$ cat src/rtl/result_writer_if.sv
// Result handshake between the arithmetic controller and the result writer.
//   res_valid  controller strobe: result present this cycle
//   res_ready  writer can take a record this cycle
//   op         0 = multiply, 1 = divide
//   resultado  product or quotient
//   resto      remainder (0 for multiply)
// master = controller side, slave = writer side.
interface result_writer_if;
  logic        res_valid;
  logic        res_ready;
  logic        op;
  logic [15:0] resultado;
  logic [15:0] resto;

  modport master (output res_valid, op, resultado, resto, input res_ready);
  modport slave  (input res_valid, op, resultado, resto, output res_ready);
endinterface

$ cat src/rtl/result_writer.sv
// result_writer: buffers finished arithmetic results in a small FIFO and
// streams each one into an 8-bit x 512 result RAM as a little-endian byte
// record: resultado[7:0], resultado[15:8], resto[7:0], resto[15:8].
//
// Optional build macro RESULT_WRITER_TAG_EN: prefixes every record with a
// tag byte {4'hA, 3'b000, op} (5-byte records). Undefined: 4-byte records,
// op is ignored.
//
// Ports:
//   clk, rst_n   clock (rising edge), synchronous active-low reset
//   res          result handshake (slave side of result_writer_if)
//   mem_we       RAM write enable, one byte per cycle
//   mem_addr     RAM byte address
//   mem_data     RAM write data
//   busy         FIFO non-empty or a record in flight
//   mem_full     RAM has no room for another record (sticky until reset)
//   rec_count    records completely written
module result_writer #(
  parameter int DEPTH     = 4,
  parameter int BASE_ADDR = 0,
  parameter int ADDR_W    = 9
) (
  input  logic              clk,
  input  logic              rst_n,
  result_writer_if.slave    res,
  output logic              mem_we,
  output logic [ADDR_W-1:0] mem_addr,
  output logic [7:0]        mem_data,
  output logic              busy,
  output logic              mem_full,
  output logic [7:0]        rec_count
);

`ifdef RESULT_WRITER_TAG_EN
  localparam int REC_BYTES = 5;
  localparam int DW        = 33;   // {op, resto, resultado}
`else
  localparam int REC_BYTES = 4;
  localparam int DW        = 32;   // {resto, resultado}
`endif
  localparam int SW      = 8 * REC_BYTES;
  localparam int MAX_REC = ((1 << ADDR_W) - BASE_ADDR) / REC_BYTES;
  localparam int PW      = (DEPTH > 1) ? $clog2(DEPTH) : 1;
  localparam int CW      = 10;
  localparam logic [2:0]        LAST_IDX  = 3'(REC_BYTES - 1);
  localparam logic [ADDR_W-1:0] ADDR_LAST = '1;

  typedef enum logic [1:0] {IDLE, LOAD, WRITE} state_t;

  state_t state, state_nxt;

  // ---------------------------------------------------------------- FIFO
  logic [DEPTH-1:0][DW-1:0] fifo_mem;
  logic [PW-1:0]            wr_ptr, rd_ptr;
  logic [PW:0]              fifo_cnt;
  logic                     fifo_full, fifo_empty;
  logic                     push, pop;
  logic [DW-1:0]            push_data, head;
  logic [SW-1:0]            staged;
  logic [CW-1:0]            alloc_count;

  assign fifo_full  = (fifo_cnt == (PW+1)'(DEPTH));
  assign fifo_empty = (fifo_cnt == '0);
  assign mem_full   = (alloc_count == CW'(MAX_REC));

  // Ready depends only on registered state, so there is no path from
  // res_valid back to res_ready. A full FIFO refuses even while popping.
  assign res.res_ready = !fifo_full && !mem_full;
  assign push          = res.res_valid && res.res_ready;
  assign head          = fifo_mem[rd_ptr];

`ifdef RESULT_WRITER_TAG_EN
  assign push_data = {res.op, res.resto, res.resultado};
  assign staged    = {head[31:0], 4'hA, 3'b000, head[32]};
`else
  logic unused_op;
  assign unused_op = res.op;
  assign push_data = {res.resto, res.resultado};
  assign staged    = head;
`endif

  always_ff @(posedge clk) begin
    if (push) fifo_mem[wr_ptr] <= push_data;
  end

  always_ff @(posedge clk) begin
    if (!rst_n) begin
      wr_ptr   <= '0;
      rd_ptr   <= '0;
      fifo_cnt <= '0;
    end else begin
      if (push) wr_ptr <= wr_ptr + PW'(1);
      if (pop)  rd_ptr <= rd_ptr + PW'(1);
      case ({push, pop})
        2'b10:   fifo_cnt <= fifo_cnt + (PW+1)'(1);
        2'b01:   fifo_cnt <= fifo_cnt - (PW+1)'(1);
        default: ;
      endcase
    end
  end

  // ---------------------------------------------------------------- FSM
  // The head is popped into the shift register on the edge that enters
  // LOAD; the LOAD cycle then presents byte 0 so the first byte appears two
  // edges after the accept. Each record costs one LOAD bubble.
  logic [2:0]    byte_idx;   // index of the byte currently on mem_data
  logic [2:0]    emit_idx;
  logic          last_byte;
  logic          emit;       // put the next byte on the bus at this edge
  logic          step;       // advance mem_addr at this edge
  logic [SW-1:0] shreg;

  assign last_byte = (byte_idx == LAST_IDX);
  assign busy      = (state != IDLE) || !fifo_empty;

  always_ff @(posedge clk) begin
    if (!rst_n) state <= IDLE;
    else        state <= state_nxt;
  end

  always_comb begin
    state_nxt = state;
    pop       = 1'b0;
    emit      = 1'b0;
    step      = 1'b0;
    emit_idx  = byte_idx + 3'd1;
    case (state)
      IDLE: begin
        if (!fifo_empty) begin
          pop       = 1'b1;
          state_nxt = LOAD;
        end
      end
      LOAD: begin
        emit      = 1'b1;
        emit_idx  = 3'd0;
        state_nxt = WRITE;
      end
      WRITE: begin
        // Step on every WRITE cycle: within the record, and once more on
        // exit so mem_addr rests on the next free byte.
        step = 1'b1;
        if (!last_byte) begin
          emit = 1'b1;
        end else if (!fifo_empty) begin
          pop       = 1'b1;
          state_nxt = LOAD;
        end else begin
          state_nxt = IDLE;
        end
      end
      default: state_nxt = IDLE;
    endcase
  end

  // ---------------------------------------------------------------- datapath
  always_ff @(posedge clk) begin
    if (!rst_n) begin
      shreg       <= '0;
      byte_idx    <= '0;
      mem_we      <= 1'b0;
      mem_addr    <= ADDR_W'(BASE_ADDR);
      mem_data    <= '0;
      rec_count   <= '0;
      alloc_count <= '0;
    end else begin
      mem_we <= emit;
      if (push) alloc_count <= alloc_count + CW'(1);
      if (pop) begin
        shreg    <= staged;
        byte_idx <= '0;
      end
      if (emit) begin
        mem_data <= shreg[7:0];
        shreg    <= shreg >> 8;
        byte_idx <= emit_idx;
        if (emit_idx == LAST_IDX) rec_count <= rec_count + 8'd1;
      end
      // Saturate at the top of RAM rather than wrapping back to 0.
      if (step && mem_addr != ADDR_LAST) mem_addr <= mem_addr + ADDR_W'(1);
    end
  end

endmodule

$ cat src/flat_wrapper.sv
// flat-port wrapper written by rule: the top's interface ports become plain ports
module result_writer_flat 
#(
  parameter int DEPTH     = 4,
  parameter int BASE_ADDR = 0,
  parameter int ADDR_W    = 9
)
  (clk, rst_n, mem_we, mem_addr, mem_data, busy, mem_full, rec_count, res_res_valid, res_op, res_resultado, res_resto, res_res_ready);
  result_writer_if res_i ();
  input  logic clk;
  input  logic rst_n;
  output logic mem_we;
  output logic [ADDR_W-1:0] mem_addr;
  output logic [7:0] mem_data;
  output logic busy;
  output logic mem_full;
  output logic [7:0] rec_count;
  input wire logic [$bits(res_i.res_valid)-1:0] res_res_valid;
  input wire logic [$bits(res_i.op)-1:0] res_op;
  input wire logic [$bits(res_i.resultado)-1:0] res_resultado;
  input wire logic [$bits(res_i.resto)-1:0] res_resto;
  output wire logic [$bits(res_i.res_ready)-1:0] res_res_ready;
  assign res_i.res_valid = res_res_valid;
  assign res_i.op = res_op;
  assign res_i.resultado = res_resultado;
  assign res_i.resto = res_resto;
  assign res_res_ready = res_i.res_ready;
  result_writer #(.DEPTH(DEPTH), .BASE_ADDR(BASE_ADDR), .ADDR_W(ADDR_W)) u_core (.clk(clk), .rst_n(rst_n), .res(res_i), .mem_we(mem_we), .mem_addr(mem_addr), .mem_data(mem_data), .busy(busy), .mem_full(mem_full), .rec_count(rec_count));
endmodule
$ cat config.mk
export PLATFORM = sky130hd
export DESIGN_NAME = result_writer_flat
export DESIGN_NICKNAME = d
export VERILOG_FILES = /design/src/rtl/result_writer_if.sv /design/src/rtl/result_writer.sv /design/src/flat_wrapper.sv
export SDC_FILE = /design/constraint.sdc
export NUM_CORES = 1
export LEC_CHECK = 0
export CELL_PAD_IN_SITES_DETAIL_PLACEMENT = 2
export CELL_PAD_IN_SITES_GLOBAL_PLACEMENT = 2
export CORE_MARGIN = 2
export CORE_UTILIZATION = 39
export CTS_CLUSTER_DIAMETER = 150
export DETAILED_ROUTE_END_ITERATION = 8
export PLACE_DENSITY_LB_ADDON = 0.1
export SLEW_MARGIN = 30
export SYNTH_ARGS = -nofsm -noshare
export SYNTH_HDL_FRONTEND = slang
export SYNTH_SLANG_ARGS = --single-unit
$ cat constraint.sdc
create_clock -name clk -period 5.55 [get_ports clk]
set_input_delay 1.11 -clock clk [delete_from_list [all_inputs] [get_ports clk]]
set_output_delay 1.11 -clock clk [all_outputs]
set_load 0.005 [all_outputs]
## After elaboration in Yosys (flattened, before gate mapping)

Index checks and enable logic that the tools add are counted.

| storage, ports and cells | value |
|---|---|
| bits in registers | 208 |
| latch bits | 0 |
| RAM bits | 0 |
| ROM bits | 0 |
| output and inout bits | 29 |
| memories kept | 0 |

| cells by class | value |
|---|---|
| add/sub/neg operators | 8 |
| multiply operators | 0 |
| divide/modulo/power cells | 0 |
| $lt $le $gt $ge | 3 |
| equality and inequality tests | 11 |
| shift-type cells | 0 |
| multiplexer cells | 21 |
| bitwise operators | 1 |
| reduce and logical (&&, ||, !) cells | 16 |

Operators by type and width:

| operator | count |
|---|---|
| 128-bit bitwise mux | 1 |
| 32-bit binary-select mux with 2-bit select | 1 |
| 32-bit demux with 2-bit select | 1 |
| 32-bit 2-to-1 mux | 2 |
| 24-bit 2-to-1 mux | 2 |
| 10-bit by 1-bit adder with 10-bit output (second input constant) | 1 |
| 10-bit by 8-bit == test with 1-bit output (second input constant) | 1 |
| 9-bit by 1-bit adder with 9-bit output (second input constant) | 1 |
| 3-bit 2-to-1 mux | 3 |
| 9-bit inequality test (second input constant) | 1 |
| 8-bit by 1-bit adder with 8-bit output (second input constant) | 1 |
| 3-bit by 1-bit adder with 3-bit output (second input constant) | 2 |
| 3-bit by 2-bit == test with 1-bit output (second input constant) | 2 |
| 2-bit by 3-bit < comparator with 1-bit output (second input constant) | 2 |
| 2-bit case mux with 3 select lines | 1 |
| 3-bit case mux with 2 select lines | 1 |
| 2-bit nonzero test | 3 |
| 1-bit 2-to-1 mux | 5 |
| 2-bit by 1-bit adder with 2-bit output (second input constant) | 2 |
| 2-bit by 1-bit == test with 1-bit output (second input constant) | 2 |
| 2-bit == test (second input constant) | 2 |
| 1-bit logical AND | 4 |
| 2-bit 2-to-1 mux | 2 |
| 1-bit case mux with 2 select lines | 2 |
| 12 further kinds | 15 |

## Longest topological paths before layout

| depth | value |
|---|---|
| depth in word-level cells | 6 |
| mapped depth | 12 |
| mapped depth without buffers | 11 |

## Least setup slack after synthesis

No wires, ideal clock.

| timing path | value |
|---|---|
| kind | input port to flip-flop |
| start | in res_res_valid |
| end | reg u_core.fifo_cnt[2] |
| library setup time | 0.070 ns |
| arrival | 2.672 ns |
| required time | 5.480 ns |
| setup slack | 2.807 ns |
| stages on the path | 9 |
| path buffers | 1 |
| path through | nor3b_1 -> buf_2 -> inv_1 -> ha_1 -> inv_1 -> fa_1 -> xor2_1 -> or3_1 -> a21oi_1 |

| between the ends | value |
|---|---|
| word-level cells in the longest chain between the ends | 3 |
| elaborated cells between the ends (all ways) | 5 |
| classes of those cells | eq/ne (2); mux (1); reduce/logical (2) |

Ends and longest elaborated chain:

| item | line | RTL |
|---|---|---|
| from (decl) | flat_wrapper.sv:18 | `input wire logic [$bits(res_i.res_valid)-1:0] res_res_valid;` |
| 1-bit logical AND (*) | result_writer.sv:69 | `assign push = res.res_valid && res.res_ready;` |
| 2-bit by 1-bit == test with 1-bit output / 2-bit == test (equally long branches) | result_writer.sv:94 | `case ({push, pop})` |
| 3-bit case mux with 2 select lines / 2-bit nonzero test (equally long branches) | -- |  |
| to (signal assigned) | result_writer.sv:95 | `2'b10: fifo_cnt <= fifo_cnt + (PW+1)'(1);` |
| to (signal assigned) | result_writer.sv:96 | `2'b01: fifo_cnt <= fifo_cnt - (PW+1)'(1);` |
| to (decl) | result_writer.sv:55 | `logic [PW:0] fifo_cnt;` |

Mark *: on every way between the ends. The rest lies on a longest branch, timed or not.
A chain may end at the register's enable or synchronous reset.

## Worst setup path in the final report

| timing path | value |
|---|---|
| start | reg u_core.byte_idx[0] |
| end | reg u_core.fifo_cnt[2] |

| between the ends | value |
|---|---|
| word-level cells in the longest chain between the ends | 5 |
| elaborated cells between the ends (all ways) | 7 |
| classes of those cells | eq/ne (3); mux (3); reduce/logical (1) |

Ends and longest elaborated chain:

| item | line | RTL |
|---|---|---|
| from (decl) | result_writer.sv:106 | `logic [2:0] byte_idx;` |
| from (signal assigned) | result_writer.sv:176 | `byte_idx <= emit_idx;` |
| 3-bit by 2-bit == test with 1-bit output (*) | result_writer.sv:113 | `assign last_byte = (byte_idx == LAST_IDX);` |
| 1-bit 2-to-1 mux (*) | result_writer.sv:143 | `if (!last_byte) begin` |
| 1-bit case mux with 2 select lines (*) | result_writer.sv:127 | `case (state)` |
| 2-bit by 1-bit == test with 1-bit output / 2-bit == test (equally long branches) | result_writer.sv:94 |  |
| 3-bit case mux with 2 select lines / 2-bit nonzero test (equally long branches) | -- |  |

Marks and branches as above.

==> impl_metrics.csv <==
group,metric,value,unit
run_status,outcome,"complete, no violations",
worst_hold_path,hold_path_class,"reg -> reg",
timing,fin_skew,0.00840,ns
die,pin_count,65,
clock_network,cts_buffer_depth,3,
clock_network,cts_buffers,23,
die,die_w,149,um
yosys,synth_top_area_cell,"edfxtp_1",
power_and_ir_drop,power_density,460,nW/um2
worst_setup_path,slowest_stage,"inv_2",
worst_setup_path,max_stage_delay,0.55,ns
finish,drive_gt1_share,13.0,%
worst_setup_path,crit_type,"reg -> reg",
die,rows,52,
worst_setup_path,rr_worst_depth,12,
run,maxCapViolCount,0,
detailed_routing,via_count,5040,
timing,setup_slack,2.18,ns
detailed_routing,wl_per_cell,20.3,um
clock_network,cts_resized,0,
clock_network,postCtsSetupBuffers,0,
yosys,syn-num-nets,652,
clock_network,ctsHoldBuffers,0,
timing,fmax,297,MHz
worst_setup_path,crit_cells,12,
die,die-area,22100,um2
die,initial_core_util,40.0,%
yosys,yosysSeqAreaShare,66.6,%
yosys,netlist_instances,599,
finish,nFillCells,1948,
clock_network,htree_levels,1,
yosys,ys.flop_type,"edfxtp_1",
grt,grt.overflow.total,0,
yosys,async_flop_share,0,%
grt,track_usage,18.3,%
detailed_routing,drt_iter0_markers,190,
worst_hold_path,hold_depth,2,
yosys,ys_ff_latch,208,
yosys,ys.warnings.count,0,
worst_setup_path,crit_required,5.98,ns
timing,fin_crit,3.37,ns
finish,diodes,0,
timing,hold_violations,0,
place,hpwl,12.8,mm
worst_setup_path,cp-start-kind,"register",
worst_setup_path,path_buf_inv,3,
timing,fin_tns_setup,0,ns
grt,antenna_found_initial,0,
worst_setup_path,crit_chain,"ha_1 > ha_1 > a21o_1 > nand2_1 > buf_4 > inv_2 > ha_1 > inv_1 > fa_1 > xor2_1 > or3_1 > a21oi_1",
clock_network,clk_latency,0.52,ns
clock_network,cts.clk_slew.worst_paths,0.06,ns
detailed_routing,wirelength,19.4,mm
power_and_ir_drop,vdd_drop_max,298,uV
place,gp_congestion,0.740,
clock_network,tritoncts,"yes",
worst_setup_path,crit_family,"adder cells",
power_and_ir_drop,leakagePower,3.29,nW
timing,rsz0062_at_grt,"false",
worst_setup_path,arrival,3.80,ns
timing,maxSlewHeadroom,42.6,%
die,core,20400,um2
clock_network,cts-root-buf,"clkbuf_16",
detailed_routing,vias_per_cell,5.28,
detailed_routing,ant_nets,0,
timing,post-route-period-util,60.7,%
finish,utilization,48.4,%
detailed_routing,dr.pass1.iters,4,
yosys,synth.area.top_cells,"edfxtp_1 (47%), dfxtp_1 (20%), mux4_2 (8.8%)",
yosys,synth_area,8180,um2
yosys,synth_edf_count,128,
worst_setup_path,path_common_cell,"ha_1",
grt,grt_pass1_vias,5678,
yosys,synth_top_area_share,47.0,%
clock_network,clock_sinks,208,
finish,syn2layout_area_growth,20.9,%
yosys,syn_area_per_cell,13.6,um2
detailed_routing,drc_errors,0,
grt,grt_pass1_wl,31.5,mm
place,place_ws,1.97,ns
timing,slew_viol_final,0,
worst_setup_path,critical_path_peak_fanout,36,
grt,grt_max_degree,40,
die,die_h,149,um
finish,num-nets-final,721,
place,portBuffers,63,
yosys,yosysUniqueCellTypes,44,
timing,setup_violations,0,
timing,tightest_slew,0.859,ns
worst_setup_path,crit_path_end_kind,"register",
-- power by group --
group / switching (mW) / total (mW) / internal (mW)
clock: 0.614 / 1.57 / 0.954
sequential: 0.104 / 1.95 / 1.84
combinational: 0.623 / 1.03 / 0.410
-- registers in the layout (all words and copies together) (netlist names) --
name,count
u_core.mem_addr,9
u_core.wr_ptr,2
u_core.mem_data,8
u_core.fifo_cnt,3
u_core.fifo_mem,128
u_core.alloc_count,10
u_core.mem_we,1
u_core.state,2
u_core.rd_ptr,2
u_core.byte_idx,3
u_core.rec_count,8
u_core.shreg,32
-- final cells by class --
| type | count | area [um2] | share of cell area, % |
|---|---|---|---|
| Clock inverter | 13 | 179 | 1.81 |
| Tap cell | 270 | 338 | 3.42 |
| Multi-Input combinational cell | 347 | 2550 | 25.9 |
| Clock buffer | 28 | 594 | 6.01 |
| Sequential cell | 208 | 5450 | 55.1 |
| Inverter | 13 | 48.8 | 0.494 |
| Timing Repair Buffer | 75 | 721 | 7.29 |
-- routing by layer --
layer / wire, um / vias up / GRT usage [%]
li1: - / 2345 / -
met1: 8070 / 2573 / 22.3
met2: 10300 / 91 / 34.1
met3: 695 / 31 / 3.09
met4: 382 / 0 / 4.05
met5: 0 / - / 0
-- stage by stage --
| step | hold slack [ns] | cells | area [um2] | power [mW] |
|---|---|---|---|---|
| 2_1_floorplan | 0.432 | 599 | 8180 | 2.67 |
| 3_3_place_gp | 0.441 | 913 | 9110 | 2.97 |
| 3_5_place_dp | 0.450 | 913 | 9110 | 3.04 |
| 4_1_cts | 0.462 | 954 | 9880 | 4.63 |
| 5_1_grt | 0.477 | 954 | 9880 | 4.80 |
| 6_report | 0.457 | 954 | 9880 | 4.55 |
-- cell usage in the layout (no fill, tap or decap), types with 5 or more instances in the layout --
cell type / netlist / layout
clkdlybuf4s50_1: 0 / 63
ha_1: 16 / 16
o21ai_0: 30 / 29
mux4_2: 32 / 32
and2_1: 6 / 6
inv_1: 11 / 11
nor2_1: 28 / 28
clkbuf_1: 20 / 5
mux2i_1: 9 / 9
edfxtp_1: 128 / 128
nand2_1: 76 / 76
xnor2_1: 10 / 10
dfxtp_1: 80 / 79
nand4_1: 7 / 7
xor2_1: 10 / 10
clkbuf_16: 0 / 23
nand3_1: 8 / 8
a21oi_1: 75 / 75
clkinv_1: 1 / 5
buf_4: 0 / 12
-- synthesized netlist by cell type, types with 2 or more instances --
cell type	n
a21oi_1	75
and2_1	6
and3_1	3
buf_2	11
clkbuf_1	20
dfxtp_1	80
edfxtp_1	128
ha_1	16
inv_1	11
mux2i_1	9
mux4_2	32
nand2_1	76
nand3_1	8
nand3b_1	2
nand4_1	7
nor2_1	28
nor3_1	4
nor3b_1	3
nor4_1	2
o21ai_0	30
or3_1	4
or3_2	4
xnor2_1	10
xor2_1	10
-- logic make-up after synthesis --
logic type	after synthesis	synth area share, %
simple gates	159	9.50
fa+ha+maj	17	2.69
compound gates	110	6.95
flops	208	66.6
buf+inv	44	2.19
xor+xnor	20	2.14
mux	41	9.92
-- final timing paths --
kind / from / end / slack [ns]
max: u_core.byte_idx[0] / u_core.fifo_cnt[2] / 2.18
min: u_core.shreg[30] / u_core.shreg[30] / 0.46
max reg2reg: u_core.byte_idx[0] / u_core.fifo_cnt[2] / 2.18
min reg2reg: u_core.shreg[30] / u_core.shreg[30] / 0.46
-- worst register-to-register path, stage by stage, from the launching register on --
cell and delay (ns):
dfxtp_1 0.42, ha_1 0.20, ha_1 0.21, a21o_1 0.16, nand2_1 0.06, buf_4 0.25
inv_2 0.56, ha_1 0.31, inv_1 0.07, fa_1 0.43, xor2_1 0.17, or3_1 0.30
a21oi_1 0.15
No activity file was read; power rests on OpenSTA's default activity.
